## config.mk

```make
export PLATFORM = sky130hd
export DESIGN_NAME = spi_apb_master_bridge
export DESIGN_NICKNAME = d
export VERILOG_FILES = /design/src/rtl/spi_apb_pkg.sv /design/src/rtl/spi_apb_wdog.sv /design/src/rtl/spi_apb_master_bridge.sv
export SDC_FILE = /design/constraint.sdc
export NUM_CORES = 1
export LEC_CHECK = 0
export BUFFER_PORTS_ARGS = -buffer_cell sky130_fd_sc_hd__clkbuf_2
export CAP_MARGIN = 20
export CORE_ASPECT_RATIO = 1.5
export CORE_MARGIN = 3
export CORE_UTILIZATION = 49
export DETAILED_ROUTE_END_ITERATION = 7
export GPL_TIMING_DRIVEN = 0
export MAX_ROUTING_LAYER = met4
export PLACE_DENSITY_LB_ADDON = 0.3
export SETUP_SLACK_MARGIN = 0.1
export SYNTH_ARGS = -nofsm -noshare
export SYNTH_HDL_FRONTEND = slang
export SYNTH_SLANG_ARGS = --single-unit
export TNS_END_PERCENT = 5
```

## constraint.sdc

```tcl
create_clock -name PCLK -period 2.05 [get_ports PCLK]
set_clock_uncertainty 0.05 [all_clocks]
set_input_delay 0.1025 -clock PCLK [delete_from_list [all_inputs] [get_ports PCLK]]
set_output_delay 0.1025 -clock PCLK [all_outputs]
set_load 0.05 [all_outputs]
```

## src/rtl/spi_apb_pkg.sv

```systemverilog
// Package: spi_apb_pkg
// Purpose: Definitions shared by the SPI controller APB requester and the APB slave.
//   - apb_state_t : APB transfer phase (IDLE / SETUP / ACCESS)
//   - ADDR_*      : register map of the SPI controller APB register file
package spi_apb_pkg;

  typedef enum logic [1:0] {
    ST_IDLE   = 2'd0,
    ST_SETUP  = 2'd1,
    ST_ACCESS = 2'd2
  } apb_state_t;

  localparam logic [2:0] ADDR_CR1 = 3'd0;
  localparam logic [2:0] ADDR_CR2 = 3'd1;
  localparam logic [2:0] ADDR_BR  = 3'd2;
  localparam logic [2:0] ADDR_SR  = 3'd3;
  localparam logic [2:0] ADDR_DR  = 3'd5;

endpackage

```

## src/rtl/spi_apb_wdog.sv

```systemverilog
// Module: spi_apb_wdog
// Purpose: Loadable saturating counter that bounds how long an APB ACCESS phase may
//   wait for PREADY.
// Ports:
//   clk     in  clock
//   rst_n   in  asynchronous active-low reset
//   clear   in  load the count with zero (takes priority over enable)
//   enable  in  advance the count by one, saturating at TIMEOUT
//   expired out count has reached TIMEOUT-1, i.e. this is the last allowed wait cycle;
//               never asserted when TIMEOUT = 0
module spi_apb_wdog #(
  parameter int unsigned TIMEOUT = 16
) (
  input  logic clk,
  input  logic rst_n,
  input  logic clear,
  input  logic enable,
  output logic expired
);

  // A zero TIMEOUT disables the watchdog; keep the counter one bit wide in that case.
  localparam int unsigned CW = (TIMEOUT == 0) ? 1 : $clog2(TIMEOUT + 1);
  localparam logic [CW-1:0] LAST = (TIMEOUT == 0) ? CW'(0) : CW'(TIMEOUT - 1);
  localparam logic [CW-1:0] SAT  = CW'(TIMEOUT);

  logic [CW-1:0] cnt_r;

  // Wait-cycle counter: cleared on load, saturates so it can never wrap.
  always_ff @(posedge clk or negedge rst_n) begin
    if (!rst_n) begin
      cnt_r <= '0;
    end else if (clear) begin
      cnt_r <= '0;
    end else if (enable && (cnt_r != SAT)) begin
      cnt_r <= cnt_r + CW'(1);
    end else begin
      cnt_r <= cnt_r;
    end
  end

  assign expired = (TIMEOUT == 0) ? 1'b0 : (cnt_r >= LAST);

endmodule

```

## src/rtl/spi_apb_master_bridge.sv

```systemverilog
// Module: spi_apb_master_bridge
// Purpose: APB requester for the SPI controller register file. Turns a valid/ready
//   command into a two-phase APB transfer (SETUP, ACCESS) honouring PREADY wait states,
//   and reports read data, slave error and timeout as a one-cycle response pulse.
//   One transfer in flight; a command presented while the current ACCESS completes is
//   chained straight into a new SETUP without returning to IDLE.
// Ports:
//   PCLK, PRESET_n                 clock, asynchronous active-low reset
//   cmd_valid_i / cmd_ready_o      command handshake (ready is combinational)
//   cmd_write_i, cmd_addr_i, cmd_wdata_i   command payload
//   rsp_valid_o                    one-cycle response pulse, no backpressure
//   rsp_rdata_o, rsp_err_o, rsp_timeout_o  response fields, held between pulses
//   busy_o                         a transfer is in progress
//   PSEL_o, PENABLE_o, PWRITE_o, PADDR_o, PWDATA_o   APB requester outputs (registered)
//   PREADY_i, PSLVERR_i, PRDATA_i  APB completer inputs
module spi_apb_master_bridge
  import spi_apb_pkg::*;
#(
  parameter int unsigned ADDR_W  = 3,
  parameter int unsigned DATA_W  = 8,
  parameter int unsigned TIMEOUT = 16
) (
  input  logic              PCLK,
  input  logic              PRESET_n,
  input  logic              cmd_valid_i,
  output logic              cmd_ready_o,
  input  logic              cmd_write_i,
  input  logic [ADDR_W-1:0] cmd_addr_i,
  input  logic [DATA_W-1:0] cmd_wdata_i,
  output logic              rsp_valid_o,
  output logic [DATA_W-1:0] rsp_rdata_o,
  output logic              rsp_err_o,
  output logic              rsp_timeout_o,
  output logic              busy_o,
  output logic              PSEL_o,
  output logic              PENABLE_o,
  output logic              PWRITE_o,
  output logic [ADDR_W-1:0] PADDR_o,
  output logic [DATA_W-1:0] PWDATA_o,
  input  logic              PREADY_i,
  input  logic              PSLVERR_i,
  input  logic [DATA_W-1:0] PRDATA_i
);

  apb_state_t state_r;
  apb_state_t state_s;
  logic       idle_ready_r;
  logic       accept_s;
  logic       done_s;
  logic       tmo_s;
  logic       wdog_expired_s;

  // idle_ready_r is low during reset and the first cycle after it, so no command is
  // accepted while PRESET_n is asserted even though the state reads IDLE.
  assign done_s      = (state_r == ST_ACCESS) && PREADY_i;
  assign tmo_s       = (state_r == ST_ACCESS) && !PREADY_i && wdog_expired_s;
  assign cmd_ready_o = idle_ready_r || done_s;
  assign accept_s    = cmd_valid_i && cmd_ready_o;

  spi_apb_wdog #(
    .TIMEOUT (TIMEOUT)
  ) u_wdog (
    .clk     (PCLK),
    .rst_n   (PRESET_n),
    .clear   (state_r == ST_SETUP),
    .enable  ((state_r == ST_ACCESS) && !PREADY_i),
    .expired (wdog_expired_s)
  );

  // Next-state logic; PREADY wins over a simultaneous timeout.
  always_comb begin
    state_s = state_r;
    case (state_r)
      ST_IDLE: begin
        if (accept_s) state_s = ST_SETUP;
        else          state_s = ST_IDLE;
      end
      ST_SETUP: begin
        state_s = ST_ACCESS;
      end
      ST_ACCESS: begin
        if (PREADY_i) begin
          if (cmd_valid_i) state_s = ST_SETUP;
          else             state_s = ST_IDLE;
        end else if (wdog_expired_s) begin
          state_s = ST_IDLE;
        end else begin
          state_s = ST_ACCESS;
        end
      end
      default: begin
        state_s = ST_IDLE;
      end
    endcase
  end

  // State register and the phase-derived APB control outputs.
  always_ff @(posedge PCLK or negedge PRESET_n) begin
    if (!PRESET_n) begin
      state_r      <= ST_IDLE;
      idle_ready_r <= 1'b0;
      busy_o       <= 1'b0;
      PSEL_o       <= 1'b0;
      PENABLE_o    <= 1'b0;
    end else begin
      state_r      <= state_s;
      idle_ready_r <= (state_s == ST_IDLE);
      busy_o       <= (state_s != ST_IDLE);
      PSEL_o       <= (state_s != ST_IDLE);
      PENABLE_o    <= (state_s == ST_ACCESS);
    end
  end

  // Command payload capture; held unchanged from SETUP to the end of ACCESS and in IDLE.
  always_ff @(posedge PCLK or negedge PRESET_n) begin
    if (!PRESET_n) begin
      PWRITE_o <= 1'b0;
      PADDR_o  <= '0;
      PWDATA_o <= '0;
    end else if (accept_s) begin
      PWRITE_o <= cmd_write_i;
      PADDR_o  <= cmd_addr_i;
      PWDATA_o <= cmd_wdata_i;
    end else begin
      PWRITE_o <= PWRITE_o;
      PADDR_o  <= PADDR_o;
      PWDATA_o <= PWDATA_o;
    end
  end

  // Response register: uses the outgoing transfer's PWRITE_o, which a chained command
  // overwrites on this same edge.
  always_ff @(posedge PCLK or negedge PRESET_n) begin
    if (!PRESET_n) begin
      rsp_valid_o   <= 1'b0;
      rsp_rdata_o   <= '0;
      rsp_err_o     <= 1'b0;
      rsp_timeout_o <= 1'b0;
    end else if (done_s) begin
      rsp_valid_o   <= 1'b1;
      rsp_rdata_o   <= (!PWRITE_o && !PSLVERR_i) ? PRDATA_i : '0;
      rsp_err_o     <= PSLVERR_i;
      rsp_timeout_o <= 1'b0;
    end else if (tmo_s) begin
      rsp_valid_o   <= 1'b1;
      rsp_rdata_o   <= '0;
      rsp_err_o     <= 1'b1;
      rsp_timeout_o <= 1'b1;
    end else begin
      rsp_valid_o   <= 1'b0;
      rsp_rdata_o   <= rsp_rdata_o;
      rsp_err_o     <= rsp_err_o;
      rsp_timeout_o <= rsp_timeout_o;
    end
  end

endmodule
```

## Word level (Yosys, flattened, before mapping)

Cells that the tools add are included.

| word-level totals | value |
|---|---|
| register bits | 33 |
| bits in latches | 0 |
| memory bits (writable) | 0 |
| ROM bits | 0 |
| input bits | 25 |
| word-level logic and storage cells | 48 |
| memories kept | 0 |

| cells by class | value |
|---|---|
| $add $sub $neg | 1 |
| multiply operators | 0 |
| divide/modulo/power cells | 0 |
| $lt $le $gt $ge | 1 |
| equal/unequal tests | 4 |
| shifts and indexed selects | 0 |
| multiplexer cells | 15 |
| bitwise gates (word level) | 0 |
| reduce and logical (&&, ||, !) cells | 15 |

Operators by type and width:

| operator | number |
|---|---|
| $mux W8 | 3 |
| $mux W5 | 2 |
| $mux W1 | 7 |
| $logic_and A1 B1 Y1 | 6 |
| $pmux W2 S3 | 1 |
| $reduce_bool A2 Y1 | 3 |
| $add A5 B1 Y5 const B | 1 |
| $ge A5 B4 Y1 const B | 1 |
| $ne A5 B5 Y1 const B | 1 |
| $eq A2 B2 Y1 const B | 2 |
| $logic_not A2 Y1 | 2 |
| $mux W2 | 2 |
| $logic_not A1 Y1 | 3 |
| $eq A2 B1 Y1 const B | 1 |
| $logic_or A1 B1 Y1 | 1 |

## Logic depth before layout (Yosys ltp)

Gate-level depths: netlist of run 1.

| logic depth | value |
|---|---|
| depth after elaboration | 7 |
| mapped depth | 8 |
| depth with buffers taken out | 7 |

## Hierarchy

From an unflattened synthesis of run 1, not the netlist that was laid out.

| second synthesis, totals | value |
|---|---|
| cells, all modules | 106 |
| area, all modules | 1437.6 um^2 |

Modules (own cells, without submodules):

| module | times used | cells each | area an instance (um^2) | sequential area each (um^2) |
|---|---|---|---|---|
| spi_apb_master_bridge | 1 | 73 | 1131.1 | 700.7 |
| spi_apb_wdog | 1 | 33 | 306.5 | 125.1 |

## Worst setup path after synthesis of run 1

Ideal clock, no wire load.

| timing | value |
|---|---|
| path type | register -> register |
| from | reg u_wdog.cnt_r[0] |
| to | reg rsp_err_o |
| setup time | 122 ps |
| arrival time | 1551 ps |
| setup slack | 327 ps |
| stages on the path, launching flop included | 9 |
| period minus slack after synthesis | 1723 ps |
| cells stage by stage | dfrtp_1 ha_1 and3_1 ha_1 nor3_2 a21o_1 buf_4 inv_1 o22a_1 |

| between the ends | value |
|---|---|
| cells in the longest elaborated chain, start to end | 3 |

Ends and longest elaborated chain:

| element | RTL line | source |
|---|---|---|
| start: declaration | spi_apb_wdog.sv:26 | `logic [CW-1:0] cnt_r;` |
| start signal: assignment | spi_apb_wdog.sv:35 | `cnt_r <= cnt_r + CW'(1);` |
| start signal: assignment | spi_apb_wdog.sv:37 | `cnt_r <= cnt_r;` |
| $ge A5 B4 Y1 | spi_apb_wdog.sv:41 | `assign expired = (TIMEOUT == 0) ? 1'b0 : (cnt_r >= LAST);` |
| $logic_and A1 B1 Y1 | spi_apb_master_bridge.sv:56 | `assign tmo_s = (state_r == ST_ACCESS) && !PREADY_i && wdog_expired_s;` |
| $reduce_bool A2 Y1 (no line) | -- |  |
| end signal: assignment | spi_apb_master_bridge.sv:142 | `rsp_err_o <= PSLVERR_i;` |
| end signal: assignment | spi_apb_master_bridge.sv:152 | `rsp_err_o <= rsp_err_o;` |
| end: declaration | spi_apb_master_bridge.sv:32 | `output logic rsp_err_o,` |

No other way between the ends.
A chain may end at the register's enable or synchronous reset.

## Worst setup path after layout of run 1

Same ends and word-level chain as after synthesis.

==> metrics.cfg, run 1 <==
[global_routing]
grt_max_degree = 34
grt_pass1_vias = 1216
globalRoute.busiestLayer = met2
grt.total_usage_pct = 20.4
use_met1_pct = 22.6
grtUsageMet2_pct = 34.3
grt_overflow = 0
antenna_found_initial = 0
grtUsageMet3_pct = 5.81
grt_first_pass_wirelength_um = 5600

[timing]
slew_headroom_pct = 47.3
worst_pin_slew_ps = 790
hold_violations = 0
fmax_mhz = 527
rsz0062_at_grt = no
finalSetupViolations = 0
final.period_utilization_pct = 92.5
min_period_ps = 1900
drv_slew = 0
tns_ps = 0

[placed_design]
io_buffers = 50
gp_congestion = 0.859
placed_cell_area_um2 = 1830
hpwl_um = 2380

[pwr]
fin_total_pwr_uw = 3680
vdd_drop_max_v = 0.00115
p_leak_uw = 0.00105
cellPowerDensity_nw_per_um2 = 1720

[synth]
synth_area_leaders = dfrtp_1, mux2_4, a22o_1
synth_largest_area_cell = dfrtp_1
async_reset_ff_share_pct = 100
synth_nets = 140
yosysSeqAreaShare_pct = 54.1
syn_area_per_cell_um2 = 13.6
ys.flop_type = dfrtp_1
synth-seq-cells = 33
synth-edff-count = 0
synth_cells = 112
yosysWarnings = 0
ys_types = 40
syn_area_um2 = 1530
synth_top_area_share_pct = 54.1

[worst_setup_path]
required_ps = 2170
end_kind = flip-flop
startpoint_type = flip-flop
r2r_setup_slack_ps = 150
worst-path-max-fanout = 9
r2r_cells = 8
cp_data_arrival_time_ps = 2020
rr_endpoint = rsp_err_o
rr_startpoint = u_wdog.cnt_r[0]
critical_path_class = reg2reg

[clocking]
cts_tree = built
clk_path_buf_depth = 2
cts_inserted_buffers = 5
clkSinkCount = 33
worst_skew_pair.late_latency_ps = 290
h-tree-depth = 2
clk_pin_slew_ps = 70
cts.root.buffer_cell = clkbuf_8

[run_status]
status = completed

[floorplanning]
core_area_um2 = 2940
boundaryPins = 52
fp-row-count = 24
die_h_um = 74.4
start_util_pct = 51.9
fp.dieW_um = 51.6
dieArea_um2 = 3830

[cells_and_area]
area_growth_pct = 40.1
drive_gt1_share_pct = 45.3
nets = 217
num_antenna_cells = 0
fin_area_um2 = 2140

[hold_path]
worst_hold_path.endpoint = rsp_rdata_o[4]
hp-start = PRDATA_i[4]
hold_path_depth = 2
hp-class = in2reg

[drt]
drt_iter0_markers = 39
totalWireLength_um = 3510
via_count = 1215
ant_nets = 0
first_pass_iters = 4
routed_via_density = 5.31
drc_errors = 0
wl_per_cell_um = 15.3

[flow_run]
drv_cap = 0

==> sequential cells by signal, summed over array words and instances (netlist names) <==
register,flops
PWDATA_o,8
rsp_rdata_o,8
u_wdog.cnt_r,5
PADDR_o,3
state_r,2
PENABLE_o,1
PSEL_o,1
PWRITE_o,1
idle_ready_r,1
rsp_err_o,1
rsp_timeout_o,1
rsp_valid_o,1
==> cell families (layout without fill, tap and decap cells) <==
kind of cell | after synthesis | in the layout | share of synthesized area (%)
adder cells (fa/ha/maj) | 3 | 3 | 2.46
AND/OR/NAND/NOR | 20 | 20 | 10.9
flip-flops | 33 | 33 | 54.1
buffers and inverters | 12 | 90 | 4.43
AO/OA/AOI/OAI | 32 | 32 | 17.1
multiplexers | 12 | 12 | 11.1
==> Yosys cell counts (all sizes together), types with 3 or more instances <==
master	count
ha	3
mux2	12
o21ai	5
o311ai	3
dfrtp	33
nand2	4
a22o	8
buf	5
inv	6
==> metal layers <==
| metal | vias up | wire length (µm) | part of all wire, % |
|---|---|---|---|
| met2 | 42 | 1850 | 53 |
| met3 | 7 | 221 | 6.3 |
| met5 | - | 0 | 0 |
| met1 | 594 | 1370 | 39 |
| li1 | 572 | - | - |
| met4 | 0 | 60 | 1.7 |
==> power by group <==
group	switching (µW)	leakage [µW]	internal [µW]	total (µW)
Combinational	1290	0.000573	648	1940
Sequential	197	0.000417	918	1120
Clock	234	0.0000585	396	630
Total	1720	0.00105	1960	3680
==> area by class of cell <==
cell class              instances  area, µm²
clock buffers                   7       86.3
well taps                      39       48.8
multi-input cells              67        636
repair buffers                 70        440
fillers                       221        805
flip-flops and latches         33        826
inverters                       6       22.5
plain buffers                   6       48.8
clock inverters                 1       30.0
==> worst max-delay path by stage <==
stage	start	endpoint	slack, ps	depth (start not counted)
CTS	u_wdog.cnt_r[0]	rsp_err_o	150	8
global placement	u_wdog.cnt_r[0]	rsp_err_o	220	8
detailed placement	u_wdog.cnt_r[0]	rsp_err_o	170	8
finish	u_wdog.cnt_r[0]	rsp_err_o	150	8
global route	u_wdog.cnt_r[0]	rsp_err_o	70	8
floorplan	u_wdog.cnt_r[0]	rsp_err_o	330	8
==> through the flow <==
stage,instances,utilization [%],hold slack [ps],setup WS (ps)
floorplan,112,-,-243,327
global placement,201,62.0,159,216
detailed placement,201,62.0,172,171
CTS,223,70.7,0.972,149
global route,229,72.7,2.73,67.0
finish,229,72.7,0.466,154
==> layout by cell type, fill, tap and decap left out, drive strengths merged, types with 2 or more instances in the layout <==
| cell type | synthesis | routed |
|---|---|---|
| clkbuf | 1 | 58 |
| dfrtp | 33 | 33 |
| dlygate4sd3 | 0 | 16 |
| mux2 | 12 | 12 |
| buf | 5 | 9 |
| a22o | 8 | 8 |
| inv | 6 | 6 |
| o21ai | 5 | 5 |
| nand2 | 4 | 4 |
| o311ai | 3 | 3 |
| ha | 3 | 3 |
| a21o | 2 | 2 |
| a31oi | 2 | 2 |
| nor2b | 2 | 2 |
| a32oi | 2 | 2 |
| o32ai | 2 | 2 |
| nand2b | 2 | 2 |
| nor3 | 2 | 2 |
| nor3b | 2 | 2 |
==> critical path, cell delays in order, from the launching register on <==
cell	delay, ps
dfrtp_1	430
ha_2	210
and3_1	190
ha_1	200
nor3_2	200
a21o_1	150
buf_6	130
inv_1	50
o22a_1	170
==> timing repair <==
item / CTS / global route
setup endpoints to repair: 0 / 1
hold buffers: 14 / 2
setup buffers: 0 / 4
hold endpoints to repair: 46 / 2
gates resized for setup: 0 / 2
Power figures use the tool's default switching activity.
==> run 2, diff against run 1 <==
CORE_UTILIZATION = 35   (was 49)
==> run 2 against run 1 <==
Net effect: sequential cell count stayed put; setup slack better by 58 ps; largest cell class unchanged; sequential share of layout area rose by 1.5 points; routed wire length fell by 0.94%; power shrank 5.9%; global-route usage decreased by 5.5 points; first-iteration DRC count rose by 33%; hold slack better by 6.5 ps; utilization fell by 22 points.
==> metrics.cfg, run 2 (same netlist as run 1, synthesis figures left out) <==
[run_status]
status = completed

[worst_setup_path]
critical_path_class = reg2reg
slowest_delay_ps = 420  ; about the same
startpoint_type = flip-flop
worst-path-max-fanout = 9  ; unchanged
crit_path_cell_trace = ha_2 > and3_1 > ha_1 > nor3_2 > a21o_1 > buf_6 > inv_1 > o22a_1
r2r_cells = 8  ; unchanged
cpMaxStageDelayCell = dfrtp_1
path_buf_inv = 2  ; unchanged
cp_data_arrival_time_ps = 1950  ; -70 ps
rr_endpoint = rsp_err_o
rr_startpoint = u_wdog.cnt_r[0]
end_kind = flip-flop
critPathTopFamily = flip-flops
r2r_setup_slack_ps = 210  ; +60 ps
required_ps = 2170  ; about the same

[pwr]
power.clock.fraction_pct = 13.1  ; -4.0 points
p_int_uw = 1770  ; -9.9%
switchingPower_uw = 1700  ; -1.3%
vdd_drop_max_v = 0.00100  ; -13%
pwr-share-comb_pct = 54.8  ; +2.2 points
p_seq_share_pct = 32.1  ; +1.8 points
swShare_pct = 49.0  ; +2.3 points
cellPowerDensity_nw_per_um2 = 1690  ; -2.2%
fin_total_pwr_uw = 3470  ; -5.9%
p_leak_uw = 0.00101  ; -3.9%

[timing]
fin_hold_ws_ps = 6.97  ; +6.50 ps
finalWorstSetupSlack_ps = 212  ; +58.0 ps
tns_ps = 0  ; unchanged
worst_pin_slew_ps = 800  ; +10.5 ps
drv_slew = 0  ; unchanged
slew_headroom_pct = 46.6  ; -0.70 points
finalSetupViolations = 0  ; unchanged
final.period_utilization_pct = 89.6  ; -2.8 points
hold_violations = 0  ; unchanged
fmax_mhz = 544  ; +3.2%
rsz0062_at_grt = no
min_period_ps = 1840  ; -58.0 ps

[floorplanning]
core_area_um2 = 4060  ; +38%
fp-row-count = 28  ; +17%
die_h_um = 86.9  ; +17%
fp.dieW_um = 59.9  ; +16%
dieArea_um2 = 5210  ; +36%
start_util_pct = 37.6  ; -14 points
boundaryPins = 52  ; unchanged

[global_routing]
grt_overflow = 0  ; unchanged
grt_pass1_vias = 1241  ; +2.1%
antenna_found_initial = 0  ; unchanged
grt_max_degree = 34  ; unchanged
grt.total_usage_pct = 14.9  ; -5.5 points
grt_first_pass_wirelength_um = 5640  ; +0.75%

[clocking]
h-tree-depth = 2  ; unchanged
clk_pin_slew_ps = 60  ; about the same
cts_inserted_buffers = 5  ; unchanged
cts_tree = built
worst_skew_pair.late_latency_ps = 280  ; about the same
cts.root.buffer_cell = clkbuf_8
clkSinkCount = 33  ; unchanged
clk_path_buf_depth = 2  ; unchanged

[placed_design]
gp_congestion = 0.745  ; -13%
post-place-ws_ps = 197  ; +26.2 ps
hpwl_um = 2530  ; +6.2%
io_buffers = 50  ; unchanged

[drt]
routed_via_density = 5.12  ; -3.5%
ant_nets = 0  ; unchanged
drc_errors = 0  ; unchanged
wl_per_cell_um = 15.2  ; -0.94%
via_count = 1172  ; -3.5%
drt_iter0_markers = 52  ; +33%
first_pass_iters = 4  ; unchanged
totalWireLength_um = 3470  ; -0.94%

[hold_path]
hp-class = in2reg
worst_hold_path.endpoint = rsp_rdata_o[4]
hold_path_depth = 2  ; unchanged
hp-start = PRDATA_i[4]

[flow_run]
drv_cap = 0  ; unchanged

[cells_and_area]
num_antenna_cells = 0  ; unchanged
largestRegisters = PWDATA_o: 8 flops, rsp_rdata_o: 8 flops, u_wdog.cnt_r: 5 flops
final_common_cell = clkbuf_2
nets = 211  ; -2.8%
drive_gt1_share_pct = 45.7  ; +0.39 points
post-route-util_pct = 50.6  ; -22 points
area_growth_pct = 34.8
final_cell_mix = clkbuf_2, dfrtp_1, dlygate4sd3_1, mux2_4, a22o_1

run 2: per-layer routing:
metal	GRT usage (%)	part of all wire, %	vias up
met4	7.26	1.7	0
met2	25.1	54	33
li1	-	-	557
met5	-	0	-
met3	4.01	5.9	5
met1	15.7	39	577
run 2: worst max path at each step:
stage,slack (ps),cells after the start,start,endpoint
6_report,210,8,u_wdog.cnt_r[0],rsp_err_o
5_1_grt,90,8,u_wdog.cnt_r[0],rsp_err_o
4_1_cts,190,8,u_wdog.cnt_r[0],rsp_err_o
3_5_place_dp,200,8,u_wdog.cnt_r[0],rsp_err_o
3_3_place_gp,220,8,u_wdog.cnt_r[0],rsp_err_o
2_1_floorplan,330,8,u_wdog.cnt_r[0],rsp_err_o
run 2: repair_timing:
action / CTS / global route
buffers inserted: 0 / 2
endpoints found under the hold margin: 41 / 3
resized for setup: 0 / 2
setup endpoints to repair: 0 / 1
hold buffers: 9 / 3
run 2: worst reg2reg max path: stages, from the launching register on:
cell,delay (ps)
dfrtp_1,420
ha_2,210
and3_1,180
ha_1,190
nor3_2,190
a21o_1,150
buf_6,130
inv_1,50
o22a_1,170
run 2: final cells by class:
cell class / count / area, µm²
fill: 374 / 2010
sequential: 33 / 826
multi-input combinational: 67 / 636
timing repair buffer: 64 / 385
clock buffer: 6 / 72.6
tap: 45 / 56.3
buffer: 6 / 48.8
inverter: 6 / 22.5
clock inverter: 2 / 10.0
run 2: metrics by stage:
stage                     area [µm²]  cells
after floorplan                 1530    112
after global placement          1830    207
after detailed placement        1830    207
after CTS                       2010    224
after global routing            2060    229
final                           2060    229
run 2: power by group through the flow:
stage / combinational, µW / clock, µW / sequential (µW)
6_report: 1900 / 454 / 1110
2_1_floorplan: 719 / 0 / 1850
4_1_cts: 1890 / 471 / 1110
5_1_grt: 2010 / 500 / 1150
3_5_place_dp: 1870 / 0 / 1120
3_3_place_gp: 1840 / 0 / 1110
==> run 3, diff against run 2 <==
--- a/config.mk
+++ b/config.mk
@@ -15,3 +15,3 @@
 export MAX_ROUTING_LAYER = met4
-export PLACE_DENSITY_LB_ADDON = 0.3
+export PLACE_DENSITY_LB_ADDON = 0.05
 export SETUP_SLACK_MARGIN = 0.1
==> constraint.sdc (replaced) <==
create_clock -name PCLK -period 2.05 [get_ports PCLK]
set_clock_uncertainty 0.05 [all_clocks]
set_input_delay 0.3075 -clock PCLK [delete_from_list [all_inputs] [get_ports PCLK]]
set_output_delay 0.3075 -clock PCLK [all_outputs]
set_load 0.05 [all_outputs]
==> run 3 against run 2 <==
Net effect: setup slack got worse by 52 ps; sequential share of layout area increased by 2.2 points; global-route usage decreased by 0.91 points; routed wire length decreased by 5.6%; via count decreased by 3.7%; clock power increased by 4.6%; die area unchanged; critical path depth unchanged; sequential cell count unchanged; register-to-register slack got worse by 50 ps; clock-buffer cell count increased by 1; power increased by 0.23%; critical endpoint unchanged.
==> metrics.cfg, run 3 (same netlist as run 1, synthesis figures left out) <==
[run_status]
status = completed

[clocking]
cts.root.buffer_cell = clkbuf_8
cts_tree = built
cts_inserted_buffers = 5  ; unchanged
worst_skew_pair.late_latency_ps = 280  ; about the same
clk_path_buf_depth = 2  ; unchanged
h-tree-depth = 2  ; unchanged
clk_pin_slew_ps = 70  ; about the same
clkSinkCount = 33  ; unchanged

[cells_and_area]
num_antenna_cells = 0  ; unchanged
largestRegisters = PWDATA_o: 8 flops, rsp_rdata_o: 8 flops, u_wdog.cnt_r: 5 flops
area_growth_pct = 27.6
nets = 200  ; -5.2%
post-route-util_pct = 47.9  ; -2.7 points
final_common_cell = clkbuf_2
drive_gt1_share_pct = 48.8  ; +3.2 points
final_cell_mix = clkbuf_2, dfrtp_1, mux2_4, a22o_1

[placed_design]
gp_congestion = 0.855  ; +15%
io_buffers = 50  ; unchanged
hpwl_um = 2450  ; -3.3%

[timing]
final.period_utilization_pct = 92.2  ; +2.5 points
min_period_ps = 1890  ; +52.3 ps
finalSetupViolations = 0  ; unchanged
fin_hold_ws_ps = 60.3  ; +53.3 ps
tns_ps = 0  ; unchanged
worst_pin_slew_ps = 805  ; +4.28 ps
drv_slew = 0  ; unchanged
hold_violations = 0  ; unchanged
fmax_mhz = 529  ; -2.8%
rsz0062_at_grt = yes
slew_headroom_pct = 46.4  ; -0.29 points

[drt]
wl_per_cell_um = 15.1  ; -0.43%
routed_via_density = 5.20  ; +1.7%
totalWireLength_um = 3280  ; -5.6%
first_pass_iters = 4  ; unchanged
via_count = 1129  ; -3.7%
drt_iter0_markers = 42  ; -19%
drc_errors = 0  ; unchanged
ant_nets = 0  ; unchanged

[global_routing]
grt.total_usage_pct = 14.0  ; -0.91 points
globalRoute.busiestLayer = met2
antenna_found_initial = 0  ; unchanged
grt_pass1_vias = 1166  ; -6.0%
grtUsageMet3_pct = 4.30  ; +0.30 points
grt_overflow = 0  ; unchanged
grt_max_degree = 34  ; unchanged
use_met1_pct = 15.1  ; -0.53 points
grt_first_pass_wirelength_um = 5290  ; -6.2%
grtUsageMet2_pct = 23.7  ; -1.4 points

[floorplanning]
fp.dieW_um = 59.9  ; unchanged
die_h_um = 86.9  ; unchanged
dieArea_um2 = 5210  ; unchanged
boundaryPins = 52  ; unchanged
start_util_pct = 37.6  ; unchanged
fp-row-count = 28  ; unchanged
core_area_um2 = 4060  ; unchanged

[pwr]
fin_total_pwr_uw = 3470  ; +0.23%
p_leak_uw = 0.000962  ; -4.5%
cellPowerDensity_nw_per_um2 = 1780  ; +5.8%
vdd_drop_max_v = 0.00115  ; +15%

[worst_setup_path]
cp_data_arrival_time_ps = 2000  ; +50 ps
worst-path-max-fanout = 9  ; unchanged
cpMaxStageDelayCell = dfrtp_1
slowest_delay_ps = 410  ; about the same
critPathTopFamily = adder cells
end_kind = flip-flop
critical_path_class = reg2reg
path_buf_inv = 2  ; unchanged
required_ps = 2160  ; about the same
crit_path_cell_trace = ha_2 > and3_1 > ha_1 > nor3_2 > a21o_1 > buf_6 > inv_1 > o22a_1
startpoint_type = flip-flop

[hold_path]
hp-class = in2async

[flow_run]
drv_cap = 0  ; unchanged

## run 3: cell types whose count changed in the layout (fill, tap and decap cells not counted), sizes merged
cell         change
dlygate4sd3     -12
clkinv           -2
buf              +1
clkbuf           +1
## run 3: power by group
part,internal [µW],switching [µW]
clock,266,209
combinational,618,1280
sequential,918,182
total,1800,1670
## run 3: what timing repair did
| item | 4_1_cts | 5_1_grt |
|---|---|---|
| setup endpoints to repair | 0 | 2 |
| setup buffers | 0 | 3 |
| gates resized for setup | 0 | 2 |
| hold buffers | 0 | 0 |
## run 3: worst paths after layout
kind | from | to | slack (ps) | cells after the start
setup reg to reg | u_wdog.cnt_r[0] | rsp_err_o | 160 | 8
max in group asynchronous | PRESET_n | u_wdog.cnt_r[2] | 1380 | 1
min in group PCLK | PRDATA_i[1] | rsp_rdata_o[1] | 200 | 2
setup / recovery | u_wdog.cnt_r[0] | rsp_err_o | 160 | 8
hold / removal | PRESET_n | rsp_rdata_o[1] | 60 | 1
hold reg to reg | rsp_rdata_o[1] | rsp_rdata_o[1] | 450 | 1
## run 3: per-stage QoR
step	std cells	setup WS (ps)	instance area (µm²)
global placement	207	207	1830
global route	217	71.3	1950
detailed placement	207	169	1830
floorplan	112	327	1530
finish	217	160	1950
CTS	214	157	1920
## run 3: layer usage
metal | vias to the layer above | part of all wire [%]
met5 | - | 0
met4 | 0 | 1.9
met3 | 7 | 6.7
met2 | 38 | 52
met1 | 549 | 39
li1 | 535 | -
## run 3: area by class of cell
cell class,count,area [µm²]
buffer,6,48.8
clock buffer,7,86.3
fill,403,2120
inverter,6,22.5
multi-input combinational,67,636
sequential,33,826
tap,45,56.3
timing repair buffer,53,273
